<file path="config.mk">
export PLATFORM = sky130hd
export DESIGN_NAME = sd_cmd_engine
export DESIGN_NICKNAME = d
export VERILOG_FILES = /design/src/rtl/sd_cmd_engine.sv
export SDC_FILE = /design/constraint.sdc
export NUM_CORES = 1
export LEC_CHECK = 0
export BUFFER_PORTS_ARGS = -buffer_cell sky130_fd_sc_hd__clkbuf_2
export CAP_MARGIN = 20
export CELL_PAD_IN_SITES_DETAIL_PLACEMENT = 1
export CELL_PAD_IN_SITES_GLOBAL_PLACEMENT = 2
export CORE_MARGIN = 8
export CORE_UTILIZATION = 37
export DETAILED_ROUTE_END_ITERATION = 10
export GPL_TIMING_DRIVEN = 0
export PLACE_DENSITY = 0.8
export SETUP_SLACK_MARGIN = 0.02
export SLEW_MARGIN = 10
export SYNTH_ARGS = -nofsm -noshare
export SYNTH_HDL_FRONTEND = slang
export SYNTH_SLANG_ARGS = --single-unit
</file>
<file path="constraint.sdc">
create_clock -name i_clock -period 6.8 [get_ports i_clock]
set_input_delay 0.34 -clock i_clock [delete_from_list [all_inputs] [get_ports i_clock]]
set_output_delay 0.34 -clock i_clock [all_outputs]
set_load 0.01 [all_outputs]
</file>
<file path="src/rtl/sd_cmd_engine.sv">
// SD card CMD-line sequencer: SD_CLK generation, 48-bit command framing with CRC7,
// response capture and status reporting behind a small register file.
module sd_cmd_engine #(
  parameter int CLK_DIV = 125,
  parameter int NCR_MAX = 64
) (
  input  logic        i_clock,
  input  logic        i_reset,
  input  logic        i_request,
  input  logic        i_rw,
  input  logic [2:0]  i_address,
  input  logic [31:0] i_wdata,
  output logic [31:0] o_rdata,
  output logic        o_ready,
  output logic        o_sd_clk,
  output logic        o_cmd_out,
  output logic        o_cmd_oe,
  input  logic        i_cmd_in
);

  typedef enum logic [2:0] {S_IDLE, S_SEND, S_WAIT, S_RECV, S_POST} state_t;

  localparam logic [15:0] DIV_RST  = 16'(CLK_DIV);
  localparam logic [15:0] NCR_LAST = 16'(NCR_MAX - 1);

  function automatic logic [6:0] crc7(input logic [39:0] d);
    logic [6:0] c;
    logic       fb;
    c = 7'd0;
    for (int i = 39; i >= 0; i--) begin
      fb = d[i] ^ c[6];
      c  = {c[5:0], 1'b0};
      if (fb) c = c ^ 7'h09;
    end
    return c;
  endfunction

  state_t      state_q, state_d;
  logic [47:0] sh_q, sh_d;
  logic [46:0] rx_q, rx_d;
  logic [15:0] cnt_q, cnt_d;
  logic [31:0] arg_q, arg_d;
  logic [15:0] div_q, div_d;
  logic        free_q, free_d;
  logic [31:0] resp_arg_q, resp_arg_d;
  logic [5:0]  resp_idx_q, resp_idx_d;
  logic        done_q, done_d;
  logic        to_q, to_d;
  logic        crc_err_q, crc_err_d;
  logic        end_err_q, end_err_d;
  logic        resp_en_q, resp_en_d;
  logic        ign_crc_q, ign_crc_d;
  logic [15:0] clk_cnt_q, clk_cnt_d;
  logic        sd_clk_q, sd_clk_d;
  logic        ready_q, ready_d;
  logic [31:0] rdata_q, rdata_d;

  logic        wr, rd, launch, busy;
  logic        run, tick, rise_tick, fall_tick;
  logic [15:0] lim;
  logic [47:0] rx_new;
  logic [39:0] tx_head;
  logic [31:0] rmux;
  logic        unused_wdata;

  assign unused_wdata = ^i_wdata[31:17];

  assign wr      = i_request && i_rw;
  assign rd      = i_request && !i_rw;
  assign busy    = (state_q != S_IDLE);
  assign launch  = wr && (i_address == 3'd1) && i_wdata[8] && !busy;
  assign tx_head = {2'b01, i_wdata[5:0], arg_q};
  assign rx_new  = {rx_q, i_cmd_in};

  // Clock generator: a zero divider behaves as one so SD_CLK never stalls.
  always_comb begin
    lim       = (div_q == 16'd0) ? 16'd1 : div_q;
    run       = busy || free_q;
    tick      = run && (clk_cnt_q >= lim - 16'd1);
    rise_tick = tick && !sd_clk_q;
    fall_tick = tick && sd_clk_q;
    clk_cnt_d = 16'd0;
    sd_clk_d  = 1'b0;
    if (run) begin
      clk_cnt_d = tick ? 16'd0 : clk_cnt_q + 16'd1;
      sd_clk_d  = tick ? ~sd_clk_q : sd_clk_q;
    end
  end

  always_comb begin
    state_d    = state_q;
    sh_d       = sh_q;
    rx_d       = rx_q;
    cnt_d      = cnt_q;
    arg_d      = arg_q;
    div_d      = div_q;
    free_d     = free_q;
    resp_arg_d = resp_arg_q;
    resp_idx_d = resp_idx_q;
    done_d     = done_q;
    to_d       = to_q;
    crc_err_d  = crc_err_q;
    end_err_d  = end_err_q;
    resp_en_d  = resp_en_q;
    ign_crc_d  = ign_crc_q;

    if (wr && i_address == 3'd0) arg_d = i_wdata;
    if (wr && i_address == 3'd4 && !busy) begin
      div_d  = i_wdata[15:0];
      free_d = i_wdata[16];
    end

    case (state_q)
      S_IDLE: begin
        if (launch) begin
          state_d   = S_SEND;
          sh_d      = {tx_head, crc7(tx_head), 1'b1};
          cnt_d     = 16'd47;
          resp_en_d = i_wdata[6];
          ign_crc_d = i_wdata[7];
          done_d    = 1'b0;
          to_d      = 1'b0;
          crc_err_d = 1'b0;
          end_err_d = 1'b0;
        end
      end
      // cnt counts bits still to present; the extra fall after bit 0 closes the frame
      S_SEND: begin
        if (fall_tick) begin
          if (cnt_q == 16'd0) begin
            state_d = resp_en_q ? S_WAIT : S_POST;
          end else begin
            sh_d  = {sh_q[46:0], 1'b1};
            cnt_d = cnt_q - 16'd1;
          end
        end
      end
      S_WAIT: begin
        if (rise_tick) begin
          if (!i_cmd_in) begin
            state_d = S_RECV;
            rx_d    = rx_new[46:0];
            cnt_d   = 16'd1;
          end else if (cnt_q == NCR_LAST) begin
            state_d = S_POST;
            to_d    = 1'b1;
            cnt_d   = 16'd0;
          end else begin
            cnt_d = cnt_q + 16'd1;
          end
        end
      end
      S_RECV: begin
        if (rise_tick) begin
          rx_d = rx_new[46:0];
          if (cnt_q == 16'd47) begin
            state_d    = S_POST;
            cnt_d      = 16'd0;
            resp_idx_d = rx_new[45:40];
            resp_arg_d = rx_new[39:8];
            crc_err_d  = (crc7(rx_new[47:8]) != rx_new[7:1]) && !ign_crc_q;
            end_err_d  = !rx_new[0];
          end else begin
            cnt_d = cnt_q + 16'd1;
          end
        end
      end
      S_POST: begin
        if (rise_tick) begin
          if (cnt_q == 16'd7) begin
            state_d = S_IDLE;
            done_d  = 1'b1;
            cnt_d   = 16'd0;
          end else begin
            cnt_d = cnt_q + 16'd1;
          end
        end
      end
      default: state_d = S_IDLE;
    endcase
  end

  // Reads see pre-update state, so a STATUS read racing done returns the old value.
  always_comb begin
    rmux = 32'd0;
    case (i_address)
      3'd0: rmux = arg_q;
      3'd1: rmux = {27'd0, end_err_q, crc_err_q, to_q, done_q, busy};
      3'd2: rmux = resp_arg_q;
      3'd3: rmux = {26'd0, resp_idx_q};
      3'd4: rmux = {15'd0, free_q, div_q};
      default: rmux = 32'd0;
    endcase
    rdata_d = rd ? rmux : 32'd0;
    ready_d = i_request;
  end

  always_ff @(posedge i_clock) begin
    if (i_reset) begin
      state_q    <= S_IDLE;
      sh_q       <= '1;
      rx_q       <= '0;
      cnt_q      <= '0;
      arg_q      <= '0;
      div_q      <= DIV_RST;
      free_q     <= 1'b0;
      resp_arg_q <= '0;
      resp_idx_q <= '0;
      done_q     <= 1'b0;
      to_q       <= 1'b0;
      crc_err_q  <= 1'b0;
      end_err_q  <= 1'b0;
      resp_en_q  <= 1'b0;
      ign_crc_q  <= 1'b0;
      clk_cnt_q  <= '0;
      sd_clk_q   <= 1'b0;
      ready_q    <= 1'b0;
      rdata_q    <= '0;
    end else begin
      state_q    <= state_d;
      sh_q       <= sh_d;
      rx_q       <= rx_d;
      cnt_q      <= cnt_d;
      arg_q      <= arg_d;
      div_q      <= div_d;
      free_q     <= free_d;
      resp_arg_q <= resp_arg_d;
      resp_idx_q <= resp_idx_d;
      done_q     <= done_d;
      to_q       <= to_d;
      crc_err_q  <= crc_err_d;
      end_err_q  <= end_err_d;
      resp_en_q  <= resp_en_d;
      ign_crc_q  <= ign_crc_d;
      clk_cnt_q  <= clk_cnt_d;
      sd_clk_q   <= sd_clk_d;
      ready_q    <= ready_d;
      rdata_q    <= rdata_d;
    end
  end

  assign o_rdata   = rdata_q;
  assign o_ready   = ready_q;
  assign o_sd_clk  = sd_clk_q;
  assign o_cmd_oe  = (state_q == S_SEND);
  assign o_cmd_out = (state_q == S_SEND) ? sh_q[47] : 1'b1;

endmodule
</file>
Yosys cells after proc, flatten, opt, wreduce, memory -nomap -nowiden
Index checks and enable logic that the tools add are counted.

Output and inout bits: 36. Input port bits: 40. Logic and storage cells: 573. Register bits: 257.

Mux-type cells: 325. $lt $le $gt $ge: 1. Equal/unequal tests: 25. Reductions and logical operators: 41. Bitwise logic cells: 158. $add $sub $neg: 4.

Operators by type and width (number): $mux 7 (198); $mux 4 (79); $mux 16 (11); $pmux 32 s5 (1); $not 2->2 (78); $mux 48 (3); $mux 47 (3); $pmux 48 s2 (1); $pmux 47 s2 (1); $pmux 16 s5 (1); $xor 1x1->1 (77); $mux 3 (11); $add 16x1->16 const B (2); $eq 16x6->1 const B (2); $logic_not 16->1 (2); $sub 16x1->16 const B (2); $ne 2x2->1 const B (10); $eq 16x3->1 const B (1); $ge 16x16->1 (1); $reduce_and 4->1 (4); $pmux 3 s5 (1); $eq 3x2->1 const B (4); $logic_and 1x1->1 (12); $mux 1 (11); other kinds (20) (38).

Longest topological paths before layout
Depth after elaboration: 208. Gate-level depth with buffers: 21. Mapped depth without buffers: 17.

Worst setup path after synthesis
No wires, ideal clock.

Path type: register to register. Start: register div_q[4]. End: register rx_q[10]. Path slack: 1591 ps. Arrival: 5081 ps. Setup time: 128 ps. Clock period less this slack: 5209 ps. Path buffers: 4. Stages on the path, launching flop included: 22. Data required time: 6672 ps. Path through: dfxtp_1 > clkbuf_1 > or4_1 > or3_1 > or4_1 > nor4_1 > a21oi_1 > ha_1 > nand2_1 > xor2_1 > ha_1 > o21ai_1 > nor2_1 > a2111oi_0 > o31a_1 > o221ai_1 > clkbuf_1 > nand3_1 > clkbuf_1 > buf_2 > mux2i_1 > nor2_1.

Longest elaborated chain between the ends: 8. Elaborated cells on any way between the ends: 9. Those cells by class: add/sub (1); order compare (1); eq/ne (2); mux (1); reduce/logical (4).

Ends and longest elaborated chain: from (decl) (RTL line 43) `logic [15:0] div_q, div_d;`; from (signal assigned) (RTL line 225) `div_q <= div_d;`; $logic_not 16->1 (RTL line 77) `lim = (div_q == 16'd0) ? 16'd1 : div_q;`; $mux 16 (*) (RTL line 77); $sub 16x1->16 (*) (RTL line 79) `tick = run && (clk_cnt_q >= lim - 16'd1);`; $ge 16x16->1 (*) (RTL line 79); $logic_and 1x1->1 (*) (RTL line 79); $logic_and 1x1->1 (*) (RTL line 80) `rise_tick = tick && !sd_clk_q;`; $ne 2x2->1 (no source line); $reduce_and 4->1 (no source line) (*); to (signal assigned) (RTL line 222) `rx_q <= rx_d;`; to (decl) (RTL line 40) `logic [46:0] rx_q, rx_d;`.

Every way passes the cells marked *; elsewhere a longest branch is shown, timed or not. A chain may end at the register's enable or synchronous reset.

Final worst setup path
Start: register div_q[4]. End: register cnt_q[9].

Longest elaborated chain between the ends: 8. Elaborated cells on any way between the ends: 12. Those cells by class: add/sub (1); order compare (1); eq/ne (4); mux (1); reduce/logical (5).

Ends and longest elaborated chain: $logic_not 16->1 (RTL line 77); $mux 16 (*) (RTL line 77); $sub 16x1->16 (*) (RTL line 79); $ge 16x16->1 (*) (RTL line 79); $logic_and 1x1->1 (*) (RTL line 79); $logic_and 1x1->1 (on tied branches) (RTL line 80, 81); $ne 2x2->1 (no source line) or $ne 2x1->1 (tied branches); $reduce_and 7->1 (no source line) (*); to (signal assigned) (RTL line 223) `cnt_q <= cnt_d;`; to (decl) (RTL line 41) `logic [15:0] cnt_q, cnt_d;`.

Marks and branches as above.

==> results by group <==
Status
  • Status: finished clean

Floorplanning
  • Boundary Pins: 76
  • Core ar.: between 30000 and 40000 µm²
  • Die W: 202.5 µm
  • # rows: 68
  • Initial core utilization: 37.46%
  • Die ar.: 41020 µm²
  • Die Span Y: 202.5 µm

Power
  • Power share of the clock group: 48.6%
  • Internal cell power: 2.704 mW
  • PwrDens: 236.1 nW/µm²
  • Switching power: between 800 and 900 µW
  • Part of the power in combinational logic: 8.8%
  • Static Leak: 5.783 nW
  • Part of the power in registers: 42.6%
  • Worst VDD drop: 0.2000 mV
  • Sw Ratio: 24.11%

Critical path
  • CP Capture Type: flop
  • Startpoint Class: flop
  • FF-to-FF Start: div_q[4]
  • CP arrival: 6.68 ns
  • Reg2Reg Setup Slack: 0.62 ns
  • Worst Path Class, Setup: reg2reg
  • CP peak stage delay: a little under 0.9 ns
  • CP max FO: 10
  • Worst reg-to-reg path cell count: 19
  • Reg2reg end: cnt_q[9]
  • WP data required: 7.30 ns
  • CP max stage cell: o21ai_1
  • Critical path, cell by cell: clkbuf_1 > or4_1 > or3_1 > or4_1 > nor4_1 > a21oi_1 > ha_1 > nand2_1 > xor2_1 > ha_1 > o21ai_1 > nor2_1 > a2111oi_0 > o31a_1 > o221ai_1 > clkbuf_2 > o21ai_1 > o21ai_0 > a21oi_1
  • Worst Setup SP: div_q[4]

Synthesis
  • Top FF cell, synth: dfxtp_1
  • Warnings from Yosys: 0
  • Yosys cell types: 74
  • Post-synthesis sequential area ratio: 39.81%
  • Post-Synthesis Cells: 1544
  • Seq cells post-synth: 256
  • Ranking of synthesized cells by area: dfxtp_1 (40%), nor2_1 (6.7%), nand2_1 (6.6%), xnor2_1 (6.4%), a21oi_1 (5.6%)
  • Syn Nets: roughly 1600
  • Asr flop ratio synth: 0%
  • Post-synth EDFFs: 0
  • Post-synth top area share: 39.81%
  • Synth area leader: dfxtp_1
  • Syn_area_per_cell: 8.339 µm²
  • Cell Area, Synth: 12870 µm²

Final layout
  • Most frequent cells in the layout: dfxtp_1 (256), nor2_1 (230), nand2_1 (226)
  • P&R area growth vs syn: 17.22%
  • Layout Nets: roughly 1700
  • Layout cell share with drive strength beyond 1: 9.670%
  • Final core utilization: 43.91%
  • Most common cell after layout, fill and taps aside: dfxtp_1
  • Design area: 15090 µm²
  • # fillers: around 4100

Timing
  • Max-slew violation count: 0
  • Clock Skews: 0.01710 ns
  • Setup TNS: 0 ns
  • Worst-Margin Slew: between 1 and 1.5 ns
  • RSZ-0062 raised after global routing: no
  • Final setup viols: 0
  • Crit share post-route: between 90% and 100%
  • Final WS setup: between 0.6 and 0.7 ns
  • Fin. Hold Viols: 0
  • Max_slew headroom: 28.51%
  • Period minus WS final: 6.183 ns
  • Max Fclk: between 0.15 and 0.2 GHz

Run
  • Max cap viols: 0

Clock tree
  • CTS root buf: clkbuf_16
  • Postcts setup bufs: 0
  • Clock Latency Late Sink: slightly below 0.6 ns
  • CTS Buf Count: 31
  • CTS tree: built
  • Num Clock Sinks: 256
  • Worst-path clk slew: about 0.070 ns
  • H-tree lvl count: 1
  • Clock tree buffer depth: 3

Detailed routing
  • 1st-pass router iterations: 5
  • WL final: between 40000 and 50000 µm
  • Antenna-violating nets left: 0
  • Drt wl/cell: 20.61 µm
  • Residual DRC: 0
  • Iteration-0 DRC Markers: around 530
  • Via density: between 5 and 6
  • Via count: 11680

GRT
  • GRT Total Usage: 21.16%
  • Total grt overflow: 0
  • Largest net degree at the start of global routing: 16
  • First-pass GRT wire length: 69340 µm
  • Antenna violations before repair: 1
  • Vias in the first global route: 12030

Worst hold path
  • Hold Crit Start: i_wdata[15]
  • Worst hold path type: in2reg
  • Hold path cells: 3
  • Hold path endpoint: div_q[15]

Placed design
  • Placer's final routability congestion estimate: 0.8538
  • Placed Area: between 10000 and 15000 µm²
  • Final HPWL DP: 33640 µm
  • Pre-CTS setup slack: 0.2996 ns
  • I/O Buffers: 74
cell type report:
type,instances,area [µm²],share of cell area (%)
buffer,110,460.4,3.051
clock buffer,45,918.4,6.085
multi-input combinational,1162,7236,47.94
tap,455,569.3,3.772
inverter,16,60.06,0.3979
timing repair buffer,94,570.5,3.780
clock inverter,13,150.1,0.9949
sequential,256,5125,33.96
antenna,1,2.502,0.01658
sequential cells by signal, indices dropped and copies added (netlist names):
signal      count
free_q          1
resp_idx_q      6
o_sd_clk        1
resp_en_q       1
resp_arg_q     32
arg_q          32
state_q         3
sh_q           47
o_rdata        32
cnt_q          16
crc_err_q       1
o_ready         1
rx_q           47
ign_crc_q       1
div_q          16
done_q          1
clk_cnt_q      16
to_q            1
end_err_q       1
worst max path at each step:
| stage | end | slack, ns |
|---|---|---|
| after detailed placement | rx_q[24] | 0.30 |
| after CTS | rx_q[24] | 0.32 |
| after floorplan | rx_q[10] | 1.59 |
| final | cnt_q[9] | 0.62 |
| after global routing | resp_arg_q[18] | 0.13 |
| after global placement | rx_q[26] | 0.38 |
power by group through the flow:
stage                     registers, mW  clock network, mW  logic [mW]
final                              1.52               1.73       0.314
after global routing               1.52               1.83       0.336
after CTS                          1.52               1.77       0.315
after detailed placement           1.55                  0       0.303
after global placement             1.55                  0       0.300
after floorplan                    1.55                  0       0.225
Yosys cell counts (3+ instances only):
| master | number |
|---|---|
| nand2_1 | 226 |
| dfxtp_1 | 256 |
| o311ai_0 | 39 |
| a22oi_1 | 19 |
| mux2i_1 | 67 |
| or4_1 | 4 |
| buf_1 | 7 |
| xnor2_1 | 94 |
| o21ai_1 | 3 |
| nor2b_1 | 5 |
| and3_1 | 9 |
| o22ai_1 | 8 |
| a31oi_1 | 10 |
| a211oi_1 | 4 |
| nor3_1 | 24 |
| a221oi_1 | 4 |
| o21ai_0 | 73 |
| a21oi_1 | 144 |
| xnor3_1 | 25 |
| or2_2 | 7 |
| buf_4 | 3 |
| buf_2 | 7 |
| nand3_1 | 17 |
| nor4_1 | 13 |
| inv_1 | 16 |
| a221o_1 | 3 |
| ha_1 | 21 |
| a21o_1 | 7 |
| or3_1 | 7 |
| xor2_1 | 37 |
| nand4_1 | 10 |
| clkbuf_1 | 89 |
| a2111oi_0 | 4 |
| nor2_1 | 230 |
| nand2b_1 | 4 |
layer usage:
layer  GRT usage, %  vias up  wire length, µm
met5              0        -                0
met4          7.148        0             1542
met3          3.331       88             1883
met2          34.60      241            20360
met1          28.11     5750            20570
li1               -     5596                -
worst max-delay path: cells and delay by family, from the launching register on:
family | cells | cell delay [ns]
AND/OR/NAND/NOR | 6 | 2.17
AO/OA/AOI/OAI | 8 | 2.45
adder cells (fa/ha/maj) | 2 | 0.49
flip-flops | 1 | 0.30
buffers and inverters | 2 | 0.50
XOR/XNOR | 1 | 0.18
kinds of logic after synthesis:
| logic type | count (synthesis) | share of synthesized area (%) |
|---|---|---|
| and+or+nand+nor | 574 | 19.09 |
| adders and majority gates | 21 | 2.041 |
| DFF | 256 | 39.81 |
| AOI/OAI and AO/OA | 342 | 16.28 |
| muxes | 68 | 5.296 |
| xor gates and xnor gates | 157 | 13.47 |
| buffers and inverters | 126 | 4.023 |
repair_timing:
action | in CTS | in global routing
hold endpoints to repair | 24 | 0
hold buffers | 20 | 0
resized for setup | 0 | 5
setup endpoints to repair | 0 | 76
stage by stage:
stage          hold WS (ns)  instances  total power [mW]
6_report            0.01003       2152             3.563
5_1_grt             0.01998       2152             3.684
4_1_cts             0.01354       2151             3.599
3_5_place_dp         0.4487       2073             1.855
3_3_place_gp         0.4397       2073             1.851
2_1_floorplan        0.4284       1544             1.773
(Power assumes the default switching activity.)
